## config.mk

```make
export PLATFORM = sky130hd
export DESIGN_NAME = rgb_pwm_fader
export DESIGN_NICKNAME = d
export VERILOG_FILES = /design/src/rtl/rgb_pwm_fader.sv
export SDC_FILE = /design/constraint.sdc
export NUM_CORES = 1
export LEC_CHECK = 0
export CAP_MARGIN = 0
export CORE_MARGIN = 3
export CORE_UTILIZATION = 45
export CTS_BUF_LIST = sky130_fd_sc_hd__clkbuf_8 sky130_fd_sc_hd__clkbuf_16
export DETAILED_ROUTE_END_ITERATION = 8
export PLACE_DENSITY = 0.68
export REMOVE_ABC_BUFFERS = 1
export SYNTH_ARGS = -nofsm -noshare
export SYNTH_HDL_FRONTEND = slang
export SYNTH_SLANG_ARGS = --single-unit
```

## constraint.sdc

```tcl
create_clock -name pwm_clk -period 4.7 [get_ports pwm_clk]
set_clock_uncertainty 0.05 [all_clocks]
set_input_delay 0.94 -clock pwm_clk [delete_from_list [all_inputs] [get_ports pwm_clk]]
set_output_delay 0.94 -clock pwm_clk [all_outputs]
set_load 0.01 [all_outputs]
```

## src/rtl/rgb_pwm_fader.sv

```systemverilog
// Multi-channel PWM LED driver: shared prescaled period counter, per-channel polarity,
// boundary-synchronous duty loads. Define RGB_PWM_FADE_EN to build the per-period fade engine.
module rgb_pwm_fader #(
  parameter int CHANNELS = 3,
  parameter int WIDTH    = 8,
  parameter int PRESCALE = 1
) (
  input  logic                         pwm_clk,
  input  logic                         reset_n,
  input  logic [CHANNELS*WIDTH-1:0]    duty_in,
  input  logic [CHANNELS-1:0]          invert_in,
  input  logic [WIDTH-1:0]             fade_step,
  input  logic                         load_valid,
  output logic                         load_ready,
  output logic [CHANNELS-1:0]          pwm_out,
  output logic                         period_start,
  output logic                         busy
);

  localparam int PW = (PRESCALE > 1) ? $clog2(PRESCALE) : 1;

  logic [PW-1:0]       presc;
  logic                tick;
  logic                boundary;
  logic                accept;
  logic                pending;
  logic [WIDTH-1:0]    count;
  logic [WIDTH-1:0]    count_nxt;
  logic [WIDTH-1:0]    active     [CHANNELS];
  logic [WIDTH-1:0]    active_nxt [CHANNELS];
  logic [WIDTH-1:0]    target     [CHANNELS];
  logic [CHANNELS-1:0] inv_act;
  logic [CHANNELS-1:0] inv_act_nxt;
  logic [CHANNELS-1:0] inv_pend;

`ifdef RGB_PWM_FADE_EN
  // Step toward tgt, landing exactly on it instead of overshooting; zero step jumps.
  function automatic logic [WIDTH-1:0] fade_toward(input logic [WIDTH-1:0] cur,
                                                   input logic [WIDTH-1:0] tgt,
                                                   input logic [WIDTH-1:0] step);
    if (step == '0 || cur == tgt) return tgt;
    if (cur < tgt) return ((tgt - cur) <= step) ? tgt : cur + step;
    return ((cur - tgt) <= step) ? tgt : cur - step;
  endfunction
`else
  logic unused_fade_step;
  assign unused_fade_step = ^fade_step;
`endif

  assign tick       = (presc == PW'(PRESCALE - 1));
  assign boundary   = tick && (count == '1);
  assign accept     = load_valid && !pending;
  assign load_ready = !pending;
  assign count_nxt  = tick ? count + 1'b1 : count;

  // Next-period state is computed ahead so the pin register sees the new duty and
  // polarity in the same cycle that period_start is raised.
  always_comb begin
    inv_act_nxt = (boundary && pending) ? inv_pend : inv_act;
    for (int k = 0; k < CHANNELS; k++) begin
      active_nxt[k] = active[k];
`ifdef RGB_PWM_FADE_EN
      if (boundary) active_nxt[k] = fade_toward(active[k], target[k], fade_step);
`else
      if (boundary && pending) active_nxt[k] = target[k];
`endif
    end
  end

  always_comb begin
    busy = pending;
`ifdef RGB_PWM_FADE_EN
    for (int k = 0; k < CHANNELS; k++) begin
      if (active[k] != target[k]) busy = 1'b1;
    end
`endif
  end

  always_ff @(posedge pwm_clk or negedge reset_n) begin
    if (!reset_n) begin
      presc        <= '0;
      count        <= '0;
      inv_act      <= '0;
      inv_pend     <= '0;
      pending      <= 1'b0;
      pwm_out      <= '0;
      period_start <= 1'b0;
      for (int k = 0; k < CHANNELS; k++) begin
        active[k] <= '0;
        target[k] <= '0;
      end
    end else begin
      presc        <= tick ? '0 : presc + 1'b1;
      count        <= count_nxt;
      inv_act      <= inv_act_nxt;
      period_start <= boundary;
      for (int k = 0; k < CHANNELS; k++) begin
        active[k]  <= active_nxt[k];
        pwm_out[k] <= (count_nxt < active_nxt[k]) ^ inv_act_nxt[k];
      end
      // A load landing on a boundary edge sees pending=0 here, so it waits a full period.
      if (boundary && pending) pending <= 1'b0;
      if (accept) begin
        pending  <= 1'b1;
        inv_pend <= invert_in;
        for (int k = 0; k < CHANNELS; k++) target[k] <= duty_in[k*WIDTH +: WIDTH];
      end
    end
  end

endmodule

```

==> metrics.yaml <==
track_usage_pct: 14.14
seqCellArea_um2: 1677
finalHoldViolations: 0
routed_wl_mm: 4.608
cts_tree: "done"
post-route-period-util_pct: 68.03
n_antenna_cell: 0
area_growth_pct: 20.70
cts_repair_resize_count: 0
firstDrtPassIters: 4
grt_max_degree: 36
synth.area.top_cells: "dfrtp_1, mux2_2, ha_1"
fp.dieH_um: 87.95
layout_commonest_cell: "dfrtp_1"
cp-end-kind: "flip-flop"
synth-async-reset-ratio_pct: 100.0
critPathLaunch: "count[0]"
layout_common_cells: "dfrtp_1, clkdlybuf4s50_1, mux2_2, inv_1, ha_1"
finalCoreUtilization_pct: 56.79
synth_edf_count: 0
synth-seq-cells: 67
fmax_ghz: 0.3127
rsz0062_at_grt: "no"
drc_errors: 0
cp.arrival_ps: 3370
die_area_um2: 7734
rows: 29
reg2regPathDepth: 11
grt_pass1_vias: 1700
hold_buffers: 0
htree_num_levels: 3
ctsRootBufferMaster: "clkbuf_8"
vias_per_cell: 4.863
ys.flop_type: "dfrtp_1"
required_ps: 4870
start_util_pct: 47.05
netlist_instances: 227
synth_cell_type_count: 23
grt-ovfl-total: 0
cp_max_fo: 28
postSynthAreaPerCell_um2: 13.31
worst_slew_pin_slew_ps: 718.5
fin_nets: 330
gp_congestion: 0.7536
path_clk_slew_ps: 70
post_cts.repair.setup_buffers: 0
synth_top_area_share_pct: 55.49
final.setup.tns_ps: 0
vias: 1707
antenna_left: 0
port_buffers: 35
multi_input_area_um2: 1226
antenna_found_initial: 0
holdWs_ps: 440.3
p_per_area_nw_per_um2: 314.5
min_from: "active[12]"
cts_buffer_depth: 2
finalSetupViolCount: 0
ios: 44
p_leak_nw: 1.986
hp-class: "flip-flop to flip-flop"
drive_gt1_share_pct: 20.07
clkLatencyLatePin_ps: 330
grt_pass1_wl_mm: 8.135
crit_type: "flip-flop to flip-flop"
ir_worst_vdd_mv: 0.1743
yosysWarnings: 0
holdPathStages: 2
hpwl_mm: 3.404
fp.coreArea_um2: 6422
num-fill-cells: 545
wl_per_cell_um: 13.13
cap_violations: 0
numClockSinks: 67
rr_startpoint: "count[0]"
min_period_ps: 3198
cts_buffers: 9
die_w_um: 87.95
synth_top_area_cell: "dfrtp_1"
final_max_slew_viol_count: 0
seq_area_frac_synth_pct: 55.49
status: "finished clean"
critPathLaunchType: "flip-flop"
relSlewSlack_pct: 52.10
synth_area_um2: 3022
drtIter0Drc: 67
## cells in the mapped netlist (4+ instances only)
| cell | n |
|---|---|
| ha_1 | 22 |
| buf_2 | 4 |
| mux2i_1 | 20 |
| inv_1 | 23 |
| xor2_1 | 5 |
| xnor2_1 | 4 |
| mux2_2 | 31 |
| o21a_1 | 7 |
| nand3_1 | 7 |
| dfrtp_1 | 67 |
| nand2_1 | 8 |
| a21oi_1 | 9 |
## registers in the layout, summed over array words and instances, names as in the netlist
register	count
period_start	1
count	8
busy	1
active	24
target	24
inv_pend	3
inv_act	3
pwm_out	3
## per-layer routing
layer | wire [um] | global-route usage (%) | share of wire, %
met1 | 2263 | 19.42 | 49
met2 | 2013 | 20.21 | 44
met3 | 220 | 4.421 | 4.8
met4 | 110 | 7.113 | 2.4
met5 | 0 | 0 | 0
## final cells by class
cell class / count / area share (%)
multi-input combinational: 131 / 33.62
clock buffer: 11 / 4.151
inverter: 23 / 2.367
clock inverter: 4 / 1.166
tap: 77 / 2.642
sequential: 67 / 45.97
timing repair buffer: 38 / 10.09
## worst max-delay path, stage by stage (launching register included)
cell,delay (ps)
dfrtp_1,460
ha_1,280
and4_1,230
nand3_1,80
buf_4,400
mux2i_1,180
ha_1,330
nand3_1,120
or3_1,420
o221a_2,260
o21a_1,120
xor2_1,140
## power breakdown
group | internal [mW] | switching (mW)
Sequential | 0.607 | 0.0152
Combinational | 0.0434 | 0.0195
Clock | 0.266 | 0.196
## worst paths after layout
check / to / slack, ps
max: pwm_out[0] / 1500
min: active[12] / 440
max reg2reg: pwm_out[0] / 1500
min reg2reg: active[12] / 440
max in group asynchronous: count[6] / 3100
min in group asynchronous: target[12] / 600
## kinds of logic after synthesis
group                      Yosys count  share of synthesized area (%)
DFF                                 67                          55.49
muxes                               54                          19.67
buffers and inverters               29                          4.016
and+or+nand+nor                     24                          4.017
AOI/OAI and AO/OA                   22                          5.093
adders and majority gates           22                          9.110
xor gates and xnor gates             9                          2.609
## per-stage QoR
stage / setup slack (ps) / power, mW / instances / cell area [um2]
finish: 1502 / 1.147 / 351 / 3647
global route: 1292 / 1.206 / 351 / 3647
CTS: 1482 / 1.167 / 351 / 3647
detailed placement: 1506 / 0.6985 / 336 / 3453
global placement: 1511 / 0.6957 / 336 / 3453
floorplan: 1122 / 0.6550 / 221 / 2987
Note: power is estimated with default switching activity, not from simulation.
==> RTL edit 1 (same settings) <==
Put one more register stage on the output `pwm_out`, cleared by the reset. The value now appears one clock later. The other outputs are not delayed to match.
--- a/src/rtl/rgb_pwm_fader.sv
+++ b/src/rtl/rgb_pwm_fader.sv
@@ -18,6 +18,8 @@
 );
 
   localparam int PW = (PRESCALE > 1) ? $clog2(PRESCALE) : 1;
+
+  logic [CHANNELS-1:0] pwm_s0;
 
   logic [PW-1:0]       presc;
   logic                tick;
@@ -83,7 +85,7 @@
       inv_act      <= '0;
       inv_pend     <= '0;
       pending      <= 1'b0;
-      pwm_out      <= '0;
+      pwm_s0       <= '0;
       period_start <= 1'b0;
       for (int k = 0; k < CHANNELS; k++) begin
         active[k] <= '0;
@@ -96,7 +98,7 @@
       period_start <= boundary;
       for (int k = 0; k < CHANNELS; k++) begin
         active[k]  <= active_nxt[k];
-        pwm_out[k] <= (count_nxt < active_nxt[k]) ^ inv_act_nxt[k];
+        pwm_s0[k] <= (count_nxt < active_nxt[k]) ^ inv_act_nxt[k];
       end
       // A load landing on a boundary edge sees pending=0 here, so it waits a full period.
       if (boundary && pending) pending <= 1'b0;
@@ -108,5 +110,13 @@
     end
   end
 
+  always_ff @(posedge pwm_clk or negedge reset_n) begin
+    if (!reset_n) begin
+      pwm_out <= '0;
+    end else begin
+      pwm_out <= pwm_s0;
+    end
+  end
+
 endmodule
 
Check against the original RTL: no difference found for any inputs over 10 cycles, from zero or initial values and one cycle with reset_n low; that may be too few to reach the edited logic, so the function may still have changed.
==> RTL edit 1 against the unedited design <==
Fmax rose by 7.4%. Clock power rose by 2%. Routed wire length rose by 7.3%. Setup slack improved by 220 ps. Design area rose by 4.3%. First-iteration DRC count fell by 4.5%. Die area rose by 4.1%. Total power rose by 2.2%. Critical endpoint is now pwm_s0[2]$_DFF_PN0_. Synthesized cell count rose by 1.8%. Critical path type unchanged. Sequential cell count rose by 3. Synthesized area rose by 4.4%.
==> RTL edit 1: results (changes against the unedited design) <==
| Metric | Value |
|---|---|
| Status | finished clean |
| Commonest cells post-synth | dfrtp_1, mux2_2, inv_1 |
| Sequential-to-total area share from yosys stat | 55.51% (about the same) |
| Iter 0 DRT Violations | 64 (-4.5%) |
| Routed WL | 4945 µm (+7.3%) |
| Port bufs | 35 (unchanged) |
| Crit path DAT | 3200 ps (-170 ps) |
| CTS hold repair buffers | 0 (unchanged) |
| Vias in the first global route | 1,891 (+11%) |
| Slew HR | 50.79% (-1.3 points) |
| Total GRT Usage | 14.30% (+0.16 points) |
| Met3 WL post-DR | 215 µm (-2.3%) |
| Share of cells above drive strength 1 | 20.50% (+0.43 points) |
| CP max FO | 17 (-39%) |
| M1 WL | 2327 µm (+2.8%) |
| Layout fillers | 558 (+2.4%) |
| HPWL after DPL | 3536 µm (+3.9%) |
| Hold Crit Depth | 0 (-2) |
| First-pass GRT wire length | 9080 µm (+12%) |
| Top area cells in the synthesized netlist | dfrtp_1, mux2_2, ha_1 |
| Final #Nets | 335 (+1.5%) |
| Via count | 1,803 (+5.6%) |
| Clock Latency Late Sink | 340 ps |
| Worst VDD drop | 0.0001451 V (-17%) |
| Pin count of the biggest net entering global routing | 38 (+5.6%) |
| GPL Wtd Cong | 0.8278 (+9.8%) |
| Unique masters post-synth | 25 (+8.7%) |
| Reg2Reg Depth | 12 (+1) |
RTL edit 1: worst paths after layout:
check / startpoint / endpoint / slack [ps]
worst max-delay path: count[0]$_DFF_PN0_ / pwm_s0[2]$_DFF_PN0_ / 1720
worst min-delay path: pwm_s0[0]$_DFF_PN0_ / pwm_out[0]$_DFF_PN0_ / 300
worst max register to register: count[0]$_DFF_PN0_ / pwm_s0[2]$_DFF_PN0_ / 1720
worst min register to register: pwm_s0[0]$_DFF_PN0_ / pwm_out[0]$_DFF_PN0_ / 300
max in group asynchronous: reset_n / target[3]$_DFFE_PN0P_ / 3070
min in group asynchronous: reset_n / inv_pend[0]$_DFFE_PN0P_ / 600
RTL edit 1: worst register-to-register path, stage by stage (launching register included):
cell and delay (ps):
dfrtp_1 450, ha_1 270, nand4_2 160, nor3_4 190, buf_4 310, mux2_2 390
inv_1 70, ha_1 160, nand4_1 150, or3_1 360, o211a_1 160, o31ai_4 70
xnor2_1 140
RTL edit 1: where the power goes:
group / switching [mW] / internal, mW / total (mW)
combinational: 0.0194 / 0.0409 / 0.0603
sequential: 0.0137 / 0.629 / 0.643
clock: 0.204 / 0.264 / 0.469
RTL edit 1: through the flow:
step | worst slack [ps] | cells | area [µm²]
final | 1723 | 371 | 3804
after global routing | 1474 | 371 | 3804
after CTS | 1677 | 371 | 3804
after detailed placement | 1705 | 357 | 3615
after global placement | 1784 | 357 | 3615
after floorplan | 762.9 | 225 | 3114
RTL edit 1: logic make-up after synthesis:
| group | synth area share [%] |
|---|---|
| XOR/XNOR | 2.498 |
| AO/OA/AOI/OAI | 5.829 |
| AND/OR/NAND/NOR | 4.560 |
| buffers and inverters | 4.044 |
| multiplexers | 18.83 |
| adder cells (fa/ha/maj) | 8.723 |
| flip-flops | 55.51 |
RTL edit 1: metal layers:
layer / vias to the layer above / GRT usage (%)
met1: 870 / 18.91
met2: 31 / 21.18
li1: 892 / -
met5: - / 0
met4: 0 / 7.663
met3: 10 / 4.341
RTL edit 1: final cells by class:
cell class / instances / area [µm²] / share of cell area [%]
clock inverter: 3 / 37.54 / 0.9868
inverter: 23 / 86.33 / 2.270
multi-input combinational: 132 / 1285 / 33.78
timing repair buffer: 39 / 375.4 / 9.868
clock buffer: 11 / 151.4 / 3.980
sequential: 70 / 1752 / 46.05
tap: 93 / 116.4 / 3.059
==> RTL edit 2 (same settings) <==
Without the edit above. `CHANNELS`: 3 -> 6.
--- a/src/rtl/rgb_pwm_fader.sv
+++ b/src/rtl/rgb_pwm_fader.sv
@@ -1,7 +1,7 @@
 // Multi-channel PWM LED driver: shared prescaled period counter, per-channel polarity,
 // boundary-synchronous duty loads. Define RGB_PWM_FADE_EN to build the per-period fade engine.
 module rgb_pwm_fader #(
-  parameter int CHANNELS = 3,
+  parameter int CHANNELS = 6,
   parameter int WIDTH    = 8,
   parameter int PRESCALE = 1
 ) (
Ports: changed (resized duty_in, invert_in and pwm_out); port bits go from 44 to 74. No check against the original RTL was run, so the function may have changed too.
==> RTL edit 2 against the unedited design <==
Synthesized area up 89%. First-iteration DRC count up 100%. Highest routed layer unchanged. Total power up 120%. Non-clock buffer count up 32. Global-route usage up 2.2 points. Design area up 95%. Clock power rose to 2.8 times the old value. Sequential power up 85%. Routed wire length up 120%. Sequential cell count up 57. Die area up 82%. Setup slack worse by 220 ps.
==> RTL edit 2: results (changes against the unedited design) <==
| Metric | Value |
|---|---|
| P_leak | 3.517 nW (+77%) |
| Share of cells above drive strength 1 | 21.53% (+1.5 points) |
| CP max FO | 25 (-11%) |
| Sequential-to-total area share from yosys stat | 54.28% (-1.2 points) |
| WL per Instance | 15.08 µm (+15%) |
| Synth Warn # | 0 (unchanged) |
| First-pass GRT wire length | 17,860 µm (+120%) |
| Critical hold path startpoint | active[41]$_DFF_PN0_ |
| Vias in the first global route | 3,652 (+110%) |
| Iter 0 DRT Violations | 136 (+100%) |
| Status | finished clean |
| HPWL after DPL | 6992 µm (+110%) |
| Total GRT Usage | 16.34% (+2.2 points) |
| Biggest regs | active (48), target (48), count (8) |
| Unique masters post-synth | 31 (+35%) |
| Port bufs | 65 (+86%) |
| Antenna violations before repair | 0 (unchanged) |
| Top area cells in the synthesized netlist | dfrtp_1, mux2_2, ha_1 |
| Clock tree buffer depth | 2 (unchanged) |
| Setup Buffers After CTS | 0 (unchanged) |
| Slowest stage delay, CP | 490 ps (+30 ps) |
| GPL Wtd Cong | 0.7366 (-2.3%) |
| Ant diodes | 0 (unchanged) |
| Worst VDD drop | 0.0002411 V (+38%) |
| CP Launch Point | count[0]$_DFF_PN0_ |
| Delay-heaviest family, CP | compound AO/OA/AOI/OAI gates |
| Commonest cells post-synth | dfrtp_1, mux2_2, inv_1 |
| Asr flop ratio synth | 100.0% (unchanged) |
| CP max stage cell | dfrtp_1 |
| Clock Latency Late Sink | 410 ps (+80 ps) |
| Router iterations before antenna repair | 4 (unchanged) |
| Worst Max-Slew Pin Slew | 971.9 ps (+253.4 ps) |
| Clk pin slew, worst setup/hold paths | 50 ps (-20 ps) |
| Final #Nets | 607 (+84%) |
| Number of CTS-inserted buffers | 17 (+8) |
| Post-DP Area | 6528 µm² (+89%) |
| Pin count of the biggest net entering global routing | 63 (+75%) |
| Via count | 3,382 (+98%) |
| Hold WC Path Type | flip-flop to flip-flop |
| Post-cts sizing count | 0 (unchanged) |
| Pre-CTS setup slack | 1225 ps (-281.0 ps) |
| Clk root buf | clkbuf_16 |
| H-Tree Depth | 4 (+1) |
==> RTL edit 2: changes by cell type after synthesis, moves of 5 or more <==
cell and change:
dfrtp_1 +57, mux2_2 +32, mux2i_1 +19, inv_1 +25, nor2_1 +7, a21o_1 +5
ha_1 +21, nand4_1 +5
==> RTL edit 2: kinds of logic (layout without fill, tap and decap cells) <==
| group | after synthesis | in the layout | share of synthesized area (%) |
|---|---|---|---|
| XOR/XNOR | 12 | 12 | 1.838 |
| AND/OR/NAND/NOR | 37 | 37 | 3.458 |
| flip-flops | 124 | 124 | 54.28 |
| adder cells (fa/ha/maj) | 43 | 43 | 9.411 |
| AO/OA/AOI/OAI | 38 | 38 | 5.209 |
| buffers and inverters | 60 | 149 | 4.990 |
| multiplexers | 108 | 108 | 20.81 |
==> RTL edit 2: worst paths after layout <==
path                                          end  slack [ps]  cells after the start
max                          pwm_out[5]$_DFF_PN0_        1280                     10
max in group asynchronous      count[1]$_DFF_PN0_        3150                      2
max reg2reg                  pwm_out[5]$_DFF_PN0_        1280                     10
min in group asynchronous  target[39]$_DFFE_PN0P_         550                      1
min reg2reg                  active[41]$_DFF_PN0_         430                      2
min                          active[41]$_DFF_PN0_         430                      2
==> RTL edit 2: layout make-up <==
cell class / count / area [µm²]
clock inverters: 11 / 126.4
inverters: 48 / 180.2
well taps: 168 / 210.2
fillers: 1047 / 5091
multi-input cells: 238 / 2336
flip-flops and latches: 124 / 3103
clock buffers: 20 / 466.7
repair buffers: 70 / 698.2
==> RTL edit 2: where the power goes <==
group / switching, mW / internal, mW / total (mW) / leakage [nW]
Clock: 0.434 / 0.860 / 1.29 / 0.309
Sequential: 0.0300 / 1.12 / 1.15 / 1.63
Combinational: 0.0383 / 0.0813 / 0.120 / 1.58
Total: 0.502 / 2.06 / 2.57 / 3.52
==> RTL edit 2: per-stage QoR <==
stage | total power, mW | instances
2_1_floorplan | 1.208 | 410
3_3_place_gp | 1.288 | 648
3_5_place_dp | 1.294 | 648
4_1_cts | 2.603 | 679
5_1_grt | 2.669 | 679
6_report | 2.567 | 679
==> RTL edit 2: worst register-to-register path, stage by stage (launching register included) <==
cell and delay, ps:
dfrtp_1 490, ha_1 270, and4_1 190, and2_4 440, buf_4 340, mux2i_1 320, ha_1 300, a21o_1 180
a221o_1 350, a211oi_2 220, xor2_1 190
==> RTL edit 2: layer usage <==
layer  track usage [%]  share of wire (%)  vias to the layer above
met2             25.90                 47                       65
met5                 0                  0                        -
met3             5.598                4.6                       20
met1             20.06                 46                     1665
met4             7.748                2.5                        0
li1                  -                  -                     1632
